--- config.mk ---
export PLATFORM = sky130hd
export DESIGN_NAME = cnt_modn_scan_flat
export DESIGN_NICKNAME = d
export VERILOG_FILES = /design/src/rtl/cnt_modn_scan_pkg.sv /design/src/rtl/cnt_modn_scan_if.sv /design/src/rtl/cnt_modn_scan_digit.sv /design/src/rtl/cnt_modn_scan.sv /design/src/flat_wrapper.sv
export SDC_FILE = /design/constraint.sdc
export NUM_CORES = 1
export LEC_CHECK = 0
export ABC_AREA = 0
export ABC_CLOCK_PERIOD_IN_PS = 2600
export BUFFER_PORTS_ARGS = -buffer_cell sky130_fd_sc_hd__clkbuf_2
export CORE_MARGIN = 10
export CORE_UTILIZATION = 30
export DETAILED_ROUTE_END_ITERATION = 10
export GPL_TIMING_DRIVEN = 0
export MAX_ROUTING_LAYER = met4
export PLACE_DENSITY = 0.46
export SLEW_MARGIN = 25
export SYNTH_ARGS = -nofsm -noshare
export SYNTH_HDL_FRONTEND = slang
export SYNTH_HIERARCHICAL = 1
export SYNTH_SLANG_ARGS = --single-unit
export TNS_END_PERCENT = 100
--- constraint.sdc ---
create_clock -name CLK -period 2.6 [get_ports CLK]
set_clock_uncertainty 0.05 [all_clocks]
set_input_delay 0.13 -clock CLK [delete_from_list [all_inputs] [get_ports CLK]]
set_output_delay 0.13 -clock CLK [all_outputs]
set_load 0.02 [all_outputs]
--- src/rtl/cnt_modn_scan_pkg.sv ---
// cnt_modn_scan_pkg
//   Shared constants for the cascaded modulo-N counter with display scan.
//   Holds the default geometry (digit count, modulus, digit width, scan
//   divider), the count-direction encoding and a helper that sizes index
//   counters so that a range of 1 still gets a legal 1-bit register.
package cnt_modn_scan_pkg;

    localparam int DEF_DIGITS   = 4;
    localparam int DEF_MOD      = 10;
    // Digit width. This is also the width of the slice SCAN_DIG pulls out
    // of CNTVAL, so the two can never disagree.
    localparam int DEF_W        = 4;
    localparam int DEF_SCAN_DIV = 4;

    typedef enum logic {
        DIR_DOWN = 1'b0,
        DIR_UP   = 1'b1
    } dir_e;

    // Bits needed to hold 0..n-1, never less than 1.
    function automatic int idx_bits(input int n);
        return (n <= 1) ? 1 : $clog2(n);
    endfunction

endpackage

--- src/rtl/cnt_modn_scan_if.sv ---
// cnt_modn_scan_if
//   Control/status bundle of the counter.
//   master : drives CLR, LOAD, LDVAL, EN, UP; observes the outputs.
//   slave  : the counter itself; drives CNTVAL, OV, SCAN_SEL, SCAN_DIG.
//   LDVAL/CNTVAL pack digit i at [i*W +: W], digit 0 least significant.
interface cnt_modn_scan_if #(
    parameter int DIGITS = cnt_modn_scan_pkg::DEF_DIGITS,
    parameter int W      = cnt_modn_scan_pkg::DEF_W
) ();

    logic                  CLR;
    logic                  LOAD;
    logic [DIGITS*W-1:0]   LDVAL;
    logic                  EN;
    logic                  UP;
    logic [DIGITS*W-1:0]   CNTVAL;
    logic                  OV;
    logic [DIGITS-1:0]     SCAN_SEL;
    logic [W-1:0]          SCAN_DIG;

    modport master (
        output CLR, LOAD, LDVAL, EN, UP,
        input  CNTVAL, OV, SCAN_SEL, SCAN_DIG
    );

    modport slave (
        input  CLR, LOAD, LDVAL, EN, UP,
        output CNTVAL, OV, SCAN_SEL, SCAN_DIG
    );

endinterface

--- src/rtl/cnt_modn_scan_digit.sv ---
// cnt_digit
//   One modulo-MOD up/down digit.
//   CLK, RST   : clock, asynchronous active-high reset (VAL -> 0)
//   CLR        : synchronous clear, highest synchronous priority
//   LOAD, LDV  : synchronous load, stored as given (no range check)
//   STEP       : advance one position in direction UP
//   VAL        : registered digit value
//   CY, BW     : this digit wraps on a step (up past MOD-1 / down past 0);
//                combinational, already qualified by UP
module cnt_digit
    import cnt_modn_scan_pkg::*;
#(
    parameter int MOD = DEF_MOD,
    parameter int W   = DEF_W
) (
    input  logic         CLK,
    input  logic         RST,
    input  logic         CLR,
    input  logic         LOAD,
    input  logic [W-1:0] LDV,
    input  logic         STEP,
    input  logic         UP,
    output logic [W-1:0] VAL,
    output logic         CY,
    output logic         BW
);

    // Compare in W+1 bits since the modulus may equal 2**W.
    localparam logic [W:0]   MOD_X  = (W+1)'(MOD);
    localparam logic [W:0]   LAST_X = (W+1)'(MOD - 1);
    localparam logic [W-1:0] LAST   = W'(MOD - 1);

    logic [W-1:0] val_q;
    logic [W-1:0] val_nxt;
    logic [W:0]   val_x;
    logic         at_top;
    logic         at_zero;
    logic         over;
    logic         up_dir;

    assign val_x   = {1'b0, val_q};
    assign at_top  = (val_x >= LAST_X);   // includes out-of-range loads
    assign at_zero = (val_q == '0);
    assign over    = (val_x >= MOD_X);
    assign up_dir  = (dir_e'(UP) == DIR_UP);

    assign CY = up_dir & at_top;
    // An out-of-range digit counting down snaps to MOD-1 without borrowing.
    assign BW = ~up_dir & at_zero;

    always_comb begin
        val_nxt = val_q;
        if (up_dir)
            val_nxt = at_top ? '0 : val_q + W'(1);
        else if (at_zero || over)
            val_nxt = LAST;
        else
            val_nxt = val_q - W'(1);
    end

    always_ff @(posedge CLK or posedge RST) begin
        if (RST)
            val_q <= '0;
        else if (CLR)
            val_q <= '0;
        else if (LOAD)
            val_q <= LDV;
        else if (STEP)
            val_q <= val_nxt;
    end

    assign VAL = val_q;

endmodule

--- src/rtl/cnt_modn_scan.sv ---
// cnt_modn_scan
//   DIGITS cascaded modulo-MOD up/down digits plus a multiplexed-display
//   scanner.
//   CLK, RST : clock, asynchronous active-high reset
//   bus      : slave side of cnt_modn_scan_if
//     CLR/LOAD/LDVAL/EN/UP : counter control (priority CLR > LOAD > EN)
//     CNTVAL               : registered packed count
//     OV                   : combinational "whole counter wraps this edge"
//     SCAN_SEL             : registered one-hot digit select
//     SCAN_DIG             : combinational value of the selected digit
module cnt_modn_scan
    import cnt_modn_scan_pkg::*;
#(
    parameter int DIGITS   = DEF_DIGITS,
    parameter int MOD      = DEF_MOD,
    parameter int W        = DEF_W,
    parameter int SCAN_DIV = DEF_SCAN_DIV
) (
    input  logic           CLK,
    input  logic           RST,
    cnt_modn_scan_if.slave bus
);

    logic [DIGITS-1:0][W-1:0] vals;
    logic [DIGITS-1:0]        cy;
    logic [DIGITS-1:0]        bw;
    logic [DIGITS-1:0]        wrap;
    logic [DIGITS-1:0]        step;

    // ------------------------------------------------------------------
    // Counter chain. A digit steps when EN is high and every lower digit
    // wraps in the current direction; CY/BW are already UP-qualified, so
    // their OR is the direction-correct ripple term.
    // ------------------------------------------------------------------
    assign step[0] = bus.EN;

    for (genvar i = 0; i < DIGITS; i++) begin : g_dig
        assign wrap[i] = cy[i] | bw[i];
        if (i > 0) begin : g_chain
            assign step[i] = step[i-1] & wrap[i-1];
        end

        cnt_digit #(
            .MOD (MOD),
            .W   (W)
        ) u_digit (
            .CLK  (CLK),
            .RST  (RST),
            .CLR  (bus.CLR),
            .LOAD (bus.LOAD),
            .LDV  (bus.LDVAL[i*W +: W]),
            .STEP (step[i]),
            .UP   (bus.UP),
            .VAL  (vals[i]),
            .CY   (cy[i]),
            .BW   (bw[i])
        );
    end

    assign bus.CNTVAL = vals;

    // Top digit stepping and wrapping implies every digit wraps.
    assign bus.OV = bus.EN & ~bus.CLR & ~bus.LOAD
                  & step[DIGITS-1] & wrap[DIGITS-1];

    // ------------------------------------------------------------------
    // Display scan: free-running, unaffected by EN/CLR/LOAD.
    // ------------------------------------------------------------------
    if (DIGITS == 1) begin : g_scan1
        assign bus.SCAN_SEL = 1'b1;
        assign bus.SCAN_DIG = vals[0];
    end else begin : g_scanN
        localparam int PW = idx_bits(SCAN_DIV);
        localparam int IW = idx_bits(DIGITS);
        localparam logic [PW-1:0] PRE_LAST = PW'(SCAN_DIV - 1);
        localparam logic [IW-1:0] IDX_LAST = IW'(DIGITS - 1);

        logic [PW-1:0]     pre_q;
        logic [IW-1:0]     idx_q;
        logic [DIGITS-1:0] sel_q;
        logic              tick;

        assign tick = (pre_q == PRE_LAST);

        always_ff @(posedge CLK or posedge RST) begin
            if (RST)
                pre_q <= '0;
            else if (tick)
                pre_q <= '0;
            else
                pre_q <= pre_q + PW'(1);
        end

        // Index and one-hot select move together so SCAN_SEL is a plain
        // register rather than a decoder output.
        always_ff @(posedge CLK or posedge RST) begin
            if (RST) begin
                idx_q <= '0;
                sel_q <= DIGITS'(1);
            end else if (tick) begin
                if (idx_q == IDX_LAST) begin
                    idx_q <= '0;
                    sel_q <= DIGITS'(1);
                end else begin
                    idx_q <= idx_q + IW'(1);
                    sel_q <= sel_q << 1;
                end
            end
        end

        assign bus.SCAN_SEL = sel_q;
        assign bus.SCAN_DIG = vals[idx_q];
    end

endmodule

--- src/flat_wrapper.sv ---
// flat-port wrapper written by rule: the top's interface ports become plain ports
module cnt_modn_scan_flat import cnt_modn_scan_pkg::*;
#(
    parameter int DIGITS   = DEF_DIGITS,
    parameter int MOD      = DEF_MOD,
    parameter int W        = DEF_W,
    parameter int SCAN_DIV = DEF_SCAN_DIV
)
  (CLK, RST, bus_CLR, bus_LOAD, bus_LDVAL, bus_EN, bus_UP, bus_CNTVAL, bus_OV, bus_SCAN_SEL, bus_SCAN_DIG);
  cnt_modn_scan_if #(.DIGITS(DIGITS), .W(W)) bus_i ();
  input  logic CLK;
  input  logic RST;
  input wire logic [$bits(bus_i.CLR)-1:0] bus_CLR;
  input wire logic [$bits(bus_i.LOAD)-1:0] bus_LOAD;
  input wire logic [$bits(bus_i.LDVAL)-1:0] bus_LDVAL;
  input wire logic [$bits(bus_i.EN)-1:0] bus_EN;
  input wire logic [$bits(bus_i.UP)-1:0] bus_UP;
  output wire logic [$bits(bus_i.CNTVAL)-1:0] bus_CNTVAL;
  output wire logic [$bits(bus_i.OV)-1:0] bus_OV;
  output wire logic [$bits(bus_i.SCAN_SEL)-1:0] bus_SCAN_SEL;
  output wire logic [$bits(bus_i.SCAN_DIG)-1:0] bus_SCAN_DIG;
  assign bus_i.CLR = bus_CLR;
  assign bus_i.LOAD = bus_LOAD;
  assign bus_i.LDVAL = bus_LDVAL;
  assign bus_i.EN = bus_EN;
  assign bus_i.UP = bus_UP;
  assign bus_CNTVAL = bus_i.CNTVAL;
  assign bus_OV = bus_i.OV;
  assign bus_SCAN_SEL = bus_i.SCAN_SEL;
  assign bus_SCAN_DIG = bus_i.SCAN_DIG;
  cnt_modn_scan #(.DIGITS(DIGITS), .MOD(MOD), .W(W), .SCAN_DIV(SCAN_DIV)) u_core (.CLK(CLK), .RST(RST), .bus(bus_i));
endmodule
==> results of run 1 <==
[flip-flops by register name, summed over array words and instances, names as in the netlist]
| signal | count |
|---|---|
| u_core/g_dig.u_digit/VAL | 16 |
| u_core/bus.SCAN_SEL | 4 |
| u_core/g_scanN.idx_q | 2 |
| u_core/g_scanN.pre_q | 2 |
[cells by family after synthesis]
kind of cell	Yosys count	synth area share, %
mux	11	6.77
buf+inv	28	7.75
simple gates	76	22.1
fa+ha+maj	22	11.4
flops	24	24.8
xor+xnor	4	1.45
compound gates	69	25.7
[power breakdown]
| group | switching [mW] | leakage, nW | internal, mW |
|---|---|---|---|
| clock network | 0.120 | 0.0288 | 0.135 |
| logic | 0.210 | 0.878 | 0.170 |
| registers | 0.0425 | 0.315 | 0.389 |
[per-layer routing]
metal  share of wire, %  global-route usage [%]  vias to the layer above
li1                   -                       -                      970
met4               0.89                    1.77                        0
met3                4.1                    2.17                        4
met5                  0                       -                        -
met1                 48                    15.5                      940
met2                 47                    17.4                       34
[layout make-up]
cell class,instances,area (um^2)
inverter,15,56.3
multi-input combinational,182,1650
timing repair buffer,49,255
sequential,24,603
tap,102,128
buffer,13,131
fill,833,4930
clock buffer,4,55.1
[placed cells by master, fill, tap and decap left out, types with 2 or more instances in the layout]
cell type and count:
nor2_2 9, ha_1 22, nor2b_1 5, a21oi_2 4, nor3_1 15, mux4_2 4, nand2_1 9, o31ai_4 4
dfrtp_1 22, o21a_4 4, nor2_1 11, o32ai_1 4, a21oi_1 20, a22o_1 2, inv_1 14, nor3b_4 4
clkbuf_8 8, o2bb2ai_1 9, nand2b_4 8, buf_6 5, o21ba_2 4, nor4b_1 4, mux2i_1 4, nor3b_1 8
o21a_1 5, o22ai_1 4, mux2_2 3, a311oi_1 4, o32ai_2 4, buf_4 2, xor2_1 4, buf_2 4
clkbuf_2 46
[worst paths after layout]
path                                                            start                                         end  slack [ns]  depth (start not counted)
max                        u_core/g_dig[1].u_digit/VAL[1]$_DFFE_PP0P_                                      bus_OV        0.20                          7
min                                                     bus_LDVAL[11]  u_core/g_dig[2].u_digit/VAL[3]$_DFFE_PP0P_        0.11                          3
max reg2reg                u_core/g_dig[1].u_digit/VAL[1]$_DFFE_PP0P_  u_core/g_dig[3].u_digit/VAL[3]$_DFFE_PP0P_        0.21                          9
min reg2reg                         u_core/g_scanN.pre_q[0]$_DFF_PP0_           u_core/g_scanN.pre_q[0]$_DFF_PP0_        0.38                          1
max in group asynchronous                                         RST          u_core/bus.SCAN_SEL[0]$_DFFE_PP1P_        1.86                          3
min in group asynchronous                                         RST  u_core/g_dig[2].u_digit/VAL[2]$_DFFE_PP0P_        0.29                          3
[through the flow]
step | area [um^2] | setup WS [ns] | utilization [%] | hold WS, ns
floorplan | 2420 | 0.312 | - | -0.154
global placement | 2780 | -0.0388 | 35.6 | 0.0475
detailed placement | 2780 | -0.0236 | 35.6 | 0.0440
CTS | 2850 | 0.00403 | 36.5 | 0.101
global route | 2880 | 0.00225 | 36.9 | 0.128
finish | 2880 | 0.202 | 36.9 | 0.111
[tightest hold or removal path: cells and delay by family]
family | cells | cell delay [ns]
AO/OA/AOI/OAI | 2 | 0.17
buffers and inverters | 1 | 0.09
[timing repair]
item / in CTS / in global routing
pin swaps: 0 / 1
setup buffers: 0 / 2
hold buffers: 1 / 0
endpoints found under the setup margin: 2 / 6
gates resized for setup: 1 / 5
hold endpoints to repair: 23 / 0
==> results by group, run 1 <==
Outcome
  • Run status: completed

Route
  • DRT antenna net count: 0
  • DR DRC count: 0
  • Routed wire length: 6520 um
  • Mean routed wirelength per cell: 16.8 um
  • First-pass iteration count of the detailed router: 4
  • Detailed router's first-iteration violation count: 41
  • Number of vias after detailed routing: 1948
  • Vias per cell: 5.01

Min path
  • Path type of the worst min-delay path: input port to flip-flop

Worst setup path
  • Critical Path End Type: primary output
  • Delay-heaviest family, CP: simple AND/OR/NAND/NOR gates
  • Critical setup path kind: flip-flop to primary output
  • Critical-path cell list: inv_1 -> ha_1 -> nand2b_4 -> nor3_1 -> o221ai_2 -> nor4_2 -> clkbuf_2
  • Standard cell with the maximum stage delay on the critical path: dfrtp_2
  • Data arrival, critical path: 2.22 ns
  • Peak per-stage delay on the critical path: 0.50 ns
  • Worst-path fanout max: 8
  • Buffer and inverter count on the worst path: 2
  • Startpoint type of the worst setup path: flip-flop
  • Data required time at the worst endpoint: 2.42 ns

Power and ir drop
  • IR drop worst, VDD: 186 uV
  • Total Power: 1.07 mW
  • Lkg Pwr: 1.22 nW
  • Areal power density over the cells: 370 nW/um^2

STA
  • Share of the clock period used by the worst path: 92.2%
  • Final hold vios: 0
  • Final TNS setup: 0 ns
  • Rel. slew slack: 56.0%
  • Final setup violation count: 0
  • Clock period minus worst slack: 2.40 ns
  • Peak Freq: 417 MHz
  • Transition time at the pin with the least slew margin: 0.660 ns
  • Setup repair after global routing missed its margin: false
  • Max-slew violation count: 0

Final layout
  • Nets: 332
  • Antenna Diode Count: 0
  • Count of non-filler cells in the finished layout: 389
  • Fraction of layout cells with a size suffix above 1: 41.5%
  • Syn-to-layout area delta: 19.0%

Synthesis
  • Mapped cell area: 2420 um^2
  • Commonest cells in the synthesized netlist: dfrtp_1 (23), ha_1 (22), a21oi_1 (20), nor3_1 (16), inv_1 (15)
  • Number of distinct standard cells referenced by the synthesized netlist: 35
  • Count of state elements after synthesis: 24
  • Most used flip-flop cell after synthesis: dfrtp_1
  • Number of warnings issued by yosys: 6
  • Most frequently used cell type in the post-synthesis netlist: dfrtp_1
  • Async set or reset register ratio after synthesis: 100%
  • Post-synth EDFFs: 0
  • Seq/Total Area, Yosys: 24.8%
  • Number of nets produced by synthesis: 278
  • Main area contributors after synthesis: dfrtp_1 (24%), ha_1 (11%), nand2b_4 (4.5%)
  • Top-area cell type share of the netlist area: 23.8%
  • Mean instance size in the synthesized netlist: 10.4 um^2
  • Post-synthesis cell count: 234
  • Post-synthesis cell type with the largest combined area: dfrtp_1

Clocking
  • Total number of clock tree sinks: 24
  • TritonCTS Buffers: 3
  • Cell chosen for the clock root: clkbuf_8
  • Clock latency at the later pin of the worst-skew pair: 0.26 ns
  • Maximum buffer depth of the clock tree: 2
  • Clock transition at the registers of the reported paths: 0.08 ns
  • H-tree depth: 1
  • CTS tree: built

Global route
  • All-layer global routing usage: 11.4%
  • Total gr overflow: 0
  • Initial antenna violation count: 0
  • First-pass GRT wire length: 10700 um
  • Maximum number of pins on one net before global-route repair: 22
  • Via count of the first global-routing pass: 2004

Floorplan
  • I/O Pins: 47
  • Height of the die: 110 um
  • Core region area: 7810 um^2
  • Chip Width: 110 um
  • Total die area: 12100 um^2
  • Floorplan row count: 32
  • Starting density of the core: 31.0%

Place
  • Number of buffers added on ports: 46
  • DP Cell Count: 382
  • Final HPWL DP: 5120 um
  • Routability Congestion: 0.746

Job
  • Max Cap Viol: 0
Power figures use the tool's default switching activity.
==> inputs of run 2 (changes only) <==
--- a/config.mk
+++ b/config.mk
@@ -7,13 +7,14 @@
 export LEC_CHECK = 0
 export ABC_AREA = 0
 export ABC_CLOCK_PERIOD_IN_PS = 2600
-export BUFFER_PORTS_ARGS = -buffer_cell sky130_fd_sc_hd__clkbuf_2
 export CORE_MARGIN = 10
 export CORE_UTILIZATION = 30
 export DETAILED_ROUTE_END_ITERATION = 10
+export DONT_BUFFER_PORTS = 1
 export GPL_TIMING_DRIVEN = 0
 export MAX_ROUTING_LAYER = met4
-export PLACE_DENSITY = 0.46
+export PLACE_DENSITY = 0.41
+export SKIP_LAST_GASP = 1
 export SLEW_MARGIN = 25
 export SYNTH_ARGS = -nofsm -noshare
 export SYNTH_HDL_FRONTEND = slang
==> run 2 against run 1 <==
  * Register-to-register slack about the same
  * Core utilization down 2.6 points
  * Critical endpoint is now u_core/g_dig[3].u_digit/VAL[3]$_DFFE_PP0P_
  * Sequential share of layout area up 1.7 points
  * Global-route usage about the same
  * Critical path depth up 2
  * Maximum frequency about the same
  * Clock power up 31%
  * Final area down 7.1%
  * Non-clock buffer count down 46
  * Total power up 3.8%
==> results by group, run 2 (same netlist as run 1, synthesis figures left out) <==
Final layout
  • Fraction of layout cells with a size suffix above 1: 32.0% (was 41.5%)
  • Multi-input combinational cell area: 1660 um^2 (was 1650 um^2)
  • Highest-count cells in the layout ignoring fill and taps: ha_1 (22), a21oi_1 (20), dfrtp_1 (19) (was clkbuf_2 (46), ha_1 (22), dfrtp_1 (22))
  • Syn-to-layout area delta: 10.5% (was 19.0%)
  • End-of-flow core utilization: 34.3% (was 36.9%)
  • Antenna Diode Count: 0 (unchanged)
  • Sequential standard cell area: 607 um^2 (was 603 um^2)
  • Number of flip-flops in the largest register: 16 (unchanged)
  • Commonest non-fill, non-tap cell in the layout: ha_1 (was clkbuf_2)
  • Fill cell total of the finished layout: 828 (was 833)
  • Nets: 286 (was 332)

Clocking
  • CTS tree: built (unchanged)
  • H-tree depth: 1 (unchanged)
  • Cell chosen for the clock root: clkbuf_8 (unchanged)
  • TritonCTS Buffers: 3 (unchanged)
  • Maximum buffer depth of the clock tree: 2 (unchanged)
  • Clock transition at the registers of the reported paths: 0.09 ns (was 0.08 ns)
  • Clock latency at the later pin of the worst-skew pair: 0.27 ns (was 0.26 ns)
  • Total number of clock tree sinks: 24 (unchanged)

STA
  • Final hold vios: 0 (unchanged)
  • Peak Freq: 417 MHz (about the same)
  • Rel. slew slack: 60.9% (was 56.0%)
  • Max-slew violation count: 0 (unchanged)
  • Transition time at the pin with the least slew margin: 0.587 ns (was 0.660 ns)
  • Clock period minus worst slack: 2.40 ns (about the same)
  • Final setup violation count: 0 (unchanged)
  • Share of the clock period used by the worst path: 92.2% (about the same)

Route
  • Vias per cell: 5.16 (was 5.01)
  • DRT antenna net count: 0 (unchanged)
  • Number of vias after detailed routing: 1771 (was 1948)
  • Mean routed wirelength per cell: 19.0 um (was 16.8 um)
  • DR DRC count: 0 (unchanged)
  • Routed wire length: 6520 um (about the same)
  • Detailed router's first-iteration violation count: 69 (was 41)
  • First-pass iteration count of the detailed router: 4 (unchanged)

Floorplan
  • Height of the die: 110 um (unchanged)
  • Chip Width: 110 um (unchanged)
  • Core region area: 7810 um^2 (unchanged)
  • Total die area: 12100 um^2 (unchanged)
  • I/O Pins: 47 (unchanged)
  • Floorplan row count: 32 (unchanged)
  • Starting density of the core: 31.0% (unchanged)

Worst setup path
  • CP dominant cell by count: nand2b_4
  • Data required time at the worst endpoint: 2.72 ns (was 2.42 ns)
  • Critical Path End Type: flip-flop (was primary output)
  • Peak per-stage delay on the critical path: 0.52 ns (was 0.50 ns)
  • Critical-path cell list: inv_1 -> ha_1 -> nand2b_4 -> nor3_1 -> o221ai_2 -> nor2_2 -> nor3b_4 -> nand2b_4 -> o32ai_1 (was inv_1 -> ha_1 -> nand2b_4 -> nor3_1 -> o221ai_2 -> nor4_2 -> clkbuf_2)
  • Standard cell with the maximum stage delay on the critical path: dfrtp_2 (unchanged)
  • Critical setup path kind: flip-flop to flip-flop (was flip-flop to primary output)
  • Data arrival, critical path: 2.52 ns (was 2.22 ns)
  • Startpoint type of the worst setup path: flip-flop (unchanged)
  • Worst-path fanout max: 8 (unchanged)

Power and ir drop
  • IR drop worst, VDD: 158 uV (was 186 uV)
  • Total Power: 1.11 mW (was 1.07 mW)
  • Lkg Pwr: 1.03 nW (was 1.22 nW)
  • Areal power density over the cells: 414 nW/um^2 (was 370 nW/um^2)

Place
  • Final HPWL DP: 5090 um (was 5120 um)
  • Number of buffers added on ports: 0 (was 46)
  • Routability Congestion: 0.753 (was 0.746)

Global route
  • Via count of the first global-routing pass: 1862 (was 2004)
  • All-layer global routing usage: 11.4% (about the same)
  • Total gr overflow: 0 (unchanged)
  • Initial antenna violation count: 0 (unchanged)
  • First-pass GRT wire length: 10600 um (was 10700 um)
  • Maximum number of pins on one net before global-route repair: 21 (was 22)

Outcome
  • Run status: completed (unchanged)

Job
  • Max Cap Viol: 0 (unchanged)

Min path
  • Path type of the worst min-delay path: input port to flip-flop (unchanged)
-- run 2: through the flow --
step                      hold slack [ns]  setup TNS [ns]  std cells  instance area (um^2)  setup slack, ns
after floorplan                    -0.154               0        234                  2420            0.312
after global placement             -0.139          -0.585        336                  2550           -0.204
after detailed placement           -0.143          -0.579        336                  2550           -0.202
after CTS                          0.0145         -0.0426        342                  2660          -0.0426
after global routing               0.0393         -0.0194        343                  2680          -0.0194
final                              0.0199               0        343                  2680            0.202
-- run 2: worst max-delay path: cells and delay by family, from the launching register on --
kind	cells	cell delay, ns
AOI/OAI and AO/OA	2	0.51
adders and majority gates	1	0.23
buffers and inverters	1	0.19
DFF	1	0.52
and+or+nand+nor	5	0.81
-- run 2: metal layers --
metal | vias up | wire length (um) | global-route usage (%)
met1 | 846 | 3010 | 15.0
met4 | 0 | 48 | 1.95
met5 | - | 0 | -
met2 | 42 | 2960 | 17.2
met3 | 4 | 498 | 3.10
li1 | 879 | - | -
-- run 2: area by class of cell --
cell class              instances  share of cell area [%]
flip-flops and latches         24                    22.7
clock buffers                   3                    1.54
repair buffers                  3                   0.841
well taps                     102                    4.77
clock inverters                 1                    1.12
inverters                      15                    2.10
plain buffers                  13                    4.91
multi-input cells             182                    62.1
-- run 2: path summary, 6_finish.rpt --
path | end | slack [ns] | depth (start not counted) | startpoint
max reg2reg | u_core/g_dig[3].u_digit/VAL[3]$_DFFE_PP0P_ | 0.20 | 9 | u_core/g_dig[1].u_digit/VAL[0]$_DFFE_PP0P_
max | u_core/g_dig[3].u_digit/VAL[3]$_DFFE_PP0P_ | 0.20 | 9 | u_core/g_dig[1].u_digit/VAL[0]$_DFFE_PP0P_
min reg2reg | u_core/g_scanN.pre_q[0]$_DFF_PP0_ | 0.38 | 1 | u_core/g_scanN.pre_q[0]$_DFF_PP0_
max in group asynchronous | u_core/bus.SCAN_SEL[0]$_DFFE_PP1P_ | 1.90 | 2 | RST
min | u_core/g_dig[1].u_digit/VAL[1]$_DFFE_PP0P_ | 0.02 | 2 | bus_LDVAL[5]
min in group asynchronous | u_core/g_dig[3].u_digit/VAL[0]$_DFFE_PP0P_ | 0.25 | 2 | RST
-- run 2: power by group --
group / internal [mW] / total [mW] / leakage [nW] / switching, mW
logic: 0.147 / 0.318 / 0.683 / 0.171
clock network: 0.206 / 0.333 / 0.0357 / 0.127
registers: 0.389 / 0.457 / 0.311 / 0.0674
total: 0.742 / 1.11 / 1.03 / 0.366
-- run 2: timing repair --
action                     in CTS  in global routing
pin swaps                       0                  1
setup buffers                   0                  1
hold endpoints to repair       40                  0
setup endpoints to repair       6                  5
gates cloned                    0                  0
hold buffers                    2                  0
resized for setup               6                  5
